File: config.mk
export PLATFORM = sky130hd
export DESIGN_NAME = hazard_fwd_unit
export DESIGN_NICKNAME = d
export VERILOG_FILES = /design/src/rtl/hazard_fwd_unit_pkg.sv /design/src/rtl/hazard_fwd_unit_fwd_match.sv /design/src/rtl/hazard_fwd_unit.sv
export SDC_FILE = /design/constraint.sdc
export NUM_CORES = 1
export LEC_CHECK = 0
export ABC_AREA = 1
export CORE_MARGIN = 2
export CORE_UTILIZATION = 45
export CTS_BUF_LIST = sky130_fd_sc_hd__clkbuf_8
export CTS_CLUSTER_DIAMETER = 60
export DETAILED_ROUTE_END_ITERATION = 10
export PLACE_DENSITY = 0.77
export SLEW_MARGIN = 5
export SYNTH_ARGS = -nofsm -noshare
export SYNTH_HDL_FRONTEND = slang
export SYNTH_HIERARCHICAL = 1
export SYNTH_SLANG_ARGS = --single-unit
File: constraint.sdc
create_clock -name clk -period 3.4 [get_ports clk]
set_input_delay 1.02 -clock clk [delete_from_list [all_inputs] [get_ports clk]]
set_output_delay 1.02 -clock clk [all_outputs]
set_load 0.1 [all_outputs]
File: src/rtl/hazard_fwd_unit_pkg.sv
// hazard_fwd_unit_pkg: stall bus layout, stall patterns and FSM state encodings
package hazard_fwd_unit_pkg;
    localparam int STALL_BUS = 6;
    localparam int S_PC    = 0;
    localparam int S_IFID  = 1;
    localparam int S_IDEX  = 2;
    localparam int S_EXMEM = 3;
    localparam int S_MEMWB = 4;
    localparam int S_WB    = 5;
    localparam logic [STALL_BUS-1:0] STALL_MEMW = 6'b011111;
    localparam logic [STALL_BUS-1:0] STALL_EXT  = 6'b001111;
    localparam logic [STALL_BUS-1:0] STALL_LU   = 6'b000111;
    localparam logic [STALL_BUS-1:0] STALL_NONE = 6'b000000;
    typedef enum logic [1:0] {
        RUN  = 2'd0,
        LU   = 2'd1,
        EXT  = 2'd2,
        MEMW = 2'd3
    } stall_st_e;
endpackage

File: src/rtl/hazard_fwd_unit_fwd_match.sv
// hazard_fwd_unit_fwd_match: youngest-first producer match for one register read port
module hazard_fwd_unit_fwd_match #(
    parameter int NUM_STG = 3,
    parameter int REG_AW  = 5,
    parameter int DW      = 32
) (
    input  logic [REG_AW-1:0]         addr,
    input  logic                      used,
    input  logic [NUM_STG-1:0]        stg_we,
    input  logic [NUM_STG*REG_AW-1:0] stg_waddr,
    input  logic [NUM_STG*DW-1:0]     stg_wdata,
    input  logic [NUM_STG-1:0]        stg_wrdy,
    output logic                      hit,
    output logic                      rdy,
    output logic [DW-1:0]             data
);
    // walk oldest to youngest so the youngest matching stage overwrites the result
    always_comb begin
        hit  = 1'b0;
        rdy  = 1'b0;
        data = '0;
        for (int s = NUM_STG - 1; s >= 0; s--) begin
            if (used && addr != '0 && stg_we[s] && stg_waddr[s*REG_AW +: REG_AW] == addr) begin
                hit  = 1'b1;
                rdy  = stg_wrdy[s];
                data = stg_wdata[s*DW +: DW];
            end
        end
    end
endmodule

File: src/rtl/hazard_fwd_unit.sv
// hazard_fwd_unit: RAW forwarding into EX plus core-wide stall generation and stall-cycle counter
module hazard_fwd_unit
    import hazard_fwd_unit_pkg::*;
#(
    parameter int NUM_RD  = 2,
    parameter int NUM_STG = 3,
    parameter int REG_AW  = 5,
    parameter int DW      = 32,
    parameter int CNT_W   = 16
) (
    input  logic                      clk,
    input  logic                      rst,
    input  logic                      flush,
    input  logic                      id_valid,
    input  logic [NUM_RD*REG_AW-1:0]  rd_addr,
    input  logic [NUM_RD-1:0]         rd_used,
    input  logic [NUM_STG-1:0]        stg_we,
    input  logic [NUM_STG*REG_AW-1:0] stg_waddr,
    input  logic [NUM_STG*DW-1:0]     stg_wdata,
    input  logic [NUM_STG-1:0]        stg_wrdy,
    input  logic                      ext_busy,
    input  logic                      mem_wait,
    output logic [NUM_RD-1:0]         fwd_sel,
    output logic [NUM_RD*DW-1:0]      fwd_data,
    output logic [STALL_BUS-1:0]      stall,
    output logic [1:0]                stall_st,
    output logic [CNT_W-1:0]          stall_cnt
);
    logic [NUM_RD-1:0]    hit, rdy;
    logic [NUM_RD*DW-1:0] mdata, cap_data;
    logic                 lu_req, bubble, hold;
    logic [NUM_RD-1:0]    fwd_sel_d, fwd_sel_q;
    logic [NUM_RD*DW-1:0] fwd_data_d, fwd_data_q;
    stall_st_e            st_d, st_q;
    logic [CNT_W-1:0]     cnt_d, cnt_q;

    for (genvar p = 0; p < NUM_RD; p++) begin : g_match
        hazard_fwd_unit_fwd_match #(.NUM_STG(NUM_STG), .REG_AW(REG_AW), .DW(DW)) u_match (
            .addr      (rd_addr[p*REG_AW +: REG_AW]),
            .used      (rd_used[p]),
            .stg_we    (stg_we),
            .stg_waddr (stg_waddr),
            .stg_wdata (stg_wdata),
            .stg_wrdy  (stg_wrdy),
            .hit       (hit[p]),
            .rdy       (rdy[p]),
            .data      (mdata[p*DW +: DW])
        );
    end

    always_comb begin
        lu_req = id_valid && !flush && |(hit & ~rdy);
        stall  = !rst ? STALL_NONE : mem_wait ? STALL_MEMW : ext_busy ? STALL_EXT :
                 lu_req ? STALL_LU : STALL_NONE;
        st_d   = mem_wait ? MEMW : ext_busy ? EXT : lu_req ? LU : RUN;
        bubble = flush || (stall[S_IDEX] && !stall[S_EXMEM]);
        hold   = stall[S_EXMEM];
        for (int p = 0; p < NUM_RD; p++)
            cap_data[p*DW +: DW] = (hit[p] && rdy[p]) ? mdata[p*DW +: DW] : '0;
        // values are captured, not addresses, so a held EX operand survives MEM/WB retiring
        fwd_sel_d  = bubble ? '0 : hold ? fwd_sel_q : hit & rdy;
        fwd_data_d = bubble ? '0 : hold ? fwd_data_q : cap_data;
        cnt_d      = (st_d != RUN && cnt_q != {CNT_W{1'b1}}) ? cnt_q + 1'b1 : cnt_q;
    end

    always_ff @(posedge clk or negedge rst) begin
        if (!rst) begin
            fwd_sel_q  <= '0;
            fwd_data_q <= '0;
            st_q       <= RUN;
            cnt_q      <= '0;
        end else begin
            fwd_sel_q  <= fwd_sel_d;
            fwd_data_q <= fwd_data_d;
            st_q       <= st_d;
            cnt_q      <= cnt_d;
        end
    end

    assign fwd_sel   = fwd_sel_q;
    assign fwd_data  = fwd_data_q;
    assign stall_st  = st_q;
    assign stall_cnt = cnt_q;
endmodule
==> results.txt <==
- Result of the run: finished, violations left
* Violated checks: negative setup slack
* Fin crit period: 3.84 ns
* Worst setup EP type: register
- Buffers placed on the I/O ports in this run total 223.
* CTS tree: yes
* Synth Register Bits: 84
- The finished layout holds 1682 standard cells, fillers aside.
* CTS Root Cell: clkbuf_8
- STA classifies the critical path startpoint as an input pin.
- Die Width: 132 microns
- Of the total synthesized cell area, the portion taken by XOR and XNOR cells is 0.0226.
- Critical path's slowest cell: xor2_2
- The later pin in the worst-skew pair is clocked with a latency of 0.39 ns.
- Static leakage power: 6.14 nW
* Most Frequent Cell on Critical Path: buf_4
* Multiplexer share of the synthesized area: 0
- Complex-gate fraction of the synthesized area: 0.0110
- Number of max-cap violations: 0
- In this design, the stage delay of the slowest critical-path cell is 0.18 ns.
- I/O pin cnt: 225
* Vias in the first global route: 8086
* Synthesized-area fraction occupied by and/or/nand/nor cells: 0.512
- Slew at the pin with the worst max-slew slack: 0.923 ns
* Number of DRC markers after the initial detailed-route iteration: 874
- Post-synthesis share of cell area spent on full adders, half adders and majority gates: 0.00170
- By area, the combinational part of the netlist is dominated by simple AND/OR/NAND/NOR gates.
- Category of the critical setup timing path: in -> reg
* Setup Viol. Count Final: 36
- Following the worst setup path forward leads to its endpoint at fwd_data[11].
- The critical path starts at rd_addr[4].
- Data on the critical path arrives at its endpoint at 4.12 ns.
- Relative contribution of sequential cells to total power: 0.381
* Global-route wire length before repair: 40200 microns
- The endpoint identified for the worst register-to-register timing path is stall_cnt[0].
* Number of routed nets with antenna violations: 0
- The number of pins with negative max-slew slack in the final report came to 0.
* Via density per instance: 5.08
* Maximum buffer depth of the clock tree: 2
* Ratio of final minimum period to clock period: 1.13
* Die Y-Extent: 132 microns
- For this block, the routed nets add up to 25200 microns of wire.
- At the end of routability-driven placement, the weighted congestion stood at 0.865.
* Required @ worst endpoint: 3.68 ns
- Summing every instance area after synthesis gives 7370 sq um.
- Cell-internal power: 1.71 mW
- The tightest hold path in the finished design has a slack of 0.475 ns.
* Post-detailed-placement half-perimeter wirelength: 17200 microns
- Measured against its own limit, the worst slew margin works out to 0.384.
* # clock sinks: 84
* 1st-pass router iterations: 6
- Max H-tree Level: 3
* Synthesized area per cell: 6.03 sq um
- Post-route DRC violation count: 0
- Final standard cell utilization of the core: 0.649
- The number of antenna violations at the first check in global routing is 0.
- The number of placed instances, taps included, is 1638.
- The min-delay analysis places its worst path in the category in -> async.
* Max IR drop VDD: 0.375 mV
- Largest net degree at the start of global routing: 70
* Core area: 15900 sq um
- Hold repair after CTS inserted 0 buffers.
- The area growth from synthesis to layout is 40.3%.
- Switching power as a share of total power: 0.392
- Number of distinct standard cells referenced by the synthesized netlist: 30
* Launch point of the worst reg-to-reg path: stall_cnt[0]
- GRT Total Usage: 0.284
* Die Outline Area: 17400 sq um
- Overall power consumption after layout is estimated at 2.82 mW.
- The number of nets in the synthesized netlist is 1359.
- The hold violation total from the final report is 0.
* Routed wire length per instance: 15.0 microns
- Along the worst path, the maximum fanout reaches 10.
- Once routing completed, OpenROAD measured the worst setup slack at -0.445 ns.
- Worst Skew: 0.0131 ns
- Post-Syn Instances: 1223
- The repair_antennas step left the layout with diodes totalling 0.
- Synthesis Warnings: 6
- Fraction of final layout cells with drive strength greater than 1: 0.207
* Site row count: 46
- Combinational fraction of design power: 0.345
* RSZ-0062 raised after global routing: yes
- Starting Density: 0.462
- The share of total power dissipated in the clock network is 0.274.
* Net switching power figure: 1.10 mW
- Via count: 8544
* Inserted Clock Buffers: 9
* Clock-pin slew on the worst setup and hold paths: 0.10 ns
* Highest attainable clock frequency: 260 MHz
* Worst r2r path cells: 7
- Power density normalized to cell area: 272 nW/um^2
* Final #Nets: 1597
- After global routing the overflow that remains totals 0.
- Register-to-register path setup slack: 1.64 ns
- Portion of the post-synthesis area used by sequential elements: 0.285
metal layers:
layer	part of all wire	track usage
met1	0.43	0.377
met2	0.46	0.462
met3	0.087	0.0538
met4	0.023	0.103
met5	0	0
metrics by stage:
step / area, sq um / TNS, ns / setup slack, ns
6_report: 10300 / -14.95 / -0.445
5_1_grt: 10300 / -18.63 / -0.544
4_1_cts: 10100 / -9.75 / -0.477
3_5_place_dp: 9640 / -9.01 / -0.986
3_3_place_gp: 9640 / -3.77 / -0.939
2_1_floorplan: 7430 / -1.77 / -0.676
cell usage in the layout, fill, tap and decap left out, types with 16 or more instances in the layout:
cell type        synthesis  final
nor2_1                  32     21
buf_4                   14    148
inv_1                  164    157
nand2_2                  2     20
dfrtp_1                 84     84
buf_12                   0     16
clkdlybuf4s50_1          0    103
nand3_1                140    134
nand4_1                 71     71
nand2_1                584    563
flip-flops by register name (all words and copies together), names as in the netlist:
register   count
fwd_data      64
stall_cnt     16
fwd_sel        2
stall_st       2
cells by family after synthesis:
kind of cell,Yosys count
AO/OA/AOI/OAI,13
XOR/XNOR,19
adder cells (fa/ha/maj),1
AND/OR/NAND/NOR,858
flip-flops,84
other,1
buffers and inverters,247
synthesized netlist by cell type:
| cell | instances | area [sq um] |
|---|---|---|
| nand3b_1 | 1 | 7.51 |
| buf_8 | 2 | 30.0 |
| inv_4 | 2 | 12.5 |
| nand4_1 | 71 | 444 |
| ha_1 | 1 | 12.5 |
| o211ai_1 | 2 | 15.0 |
| nor2_8 | 2 | 40.0 |
| nor2_4 | 5 | 56.3 |
| buf_6 | 26 | 293 |
| nand3b_4 | 2 | 40.0 |
| buf_2 | 21 | 105 |
| conb_1 | 1 | 3.75 |
| xnor2_1 | 4 | 35.0 |
| o21ai_0 | 9 | 45.0 |
| dfrtp_1 | 84 | 2100 |
| xor2_1 | 15 | 131 |
| buf_1 | 3 | 11.3 |
| nand2_2 | 2 | 12.5 |
| o21ai_1 | 1 | 5.00 |
| inv_1 | 164 | 616 |
| o21ai_4 | 1 | 16.3 |
| nor2_1 | 32 | 120 |
| nand2_4 | 5 | 56.3 |
| clkbuf_1 | 8 | 30.0 |
| nand3_1 | 140 | 701 |
| nand2_1 | 584 | 2190 |
| buf_4 | 14 | 105 |
| inv_2 | 7 | 26.3 |
| nand3_2 | 5 | 50.1 |
| nor2_2 | 9 | 56.3 |
how the worst min path moves through the flow:
stage	endpoint	slack, ns	cells past startpoint
floorplan	fwd_data[0]	0.72	0
global placement	fwd_data[16]	0.47	2
detailed placement	fwd_data[14]	0.47	2
CTS	stall_st[1]	0.46	1
global route	stall_st[1]	0.47	1
finish	stall_st[1]	0.47	1
power groups by stage:
stage	clock network [mW]	registers, mW	logic (mW)
5_1_grt	0.825	1.08	1.03
4_1_cts	0.781	1.07	0.934
2_1_floorplan	0	1.31	0.337
3_5_place_dp	0	1.09	0.918
6_report	0.771	1.07	0.971
3_3_place_gp	0	1.09	0.909
critical path: cells and delay by family:
kind          cells  cell delay [ns]
xor+xnor          1             0.18
buf+inv          19             2.17
simple gates      9             0.75
layout make-up:
cell class	instances	area, sq um
Fill cell	1424	5600
Multi-Input combinational cell	892	4300
Timing Repair Buffer	301	2780
Sequential cell	84	2100
Inverter	173	689
Tap cell	216	270
Clock buffer	9	124
Clock inverter	7	75.1
what timing repair did:
item,CTS,global route
cloned,0,2
resized for setup,116,83
buffers inserted,22,5
pin swaps,66,39
endpoints found under the setup margin,3,36
Note: power is estimated with default switching activity, not from simulation.
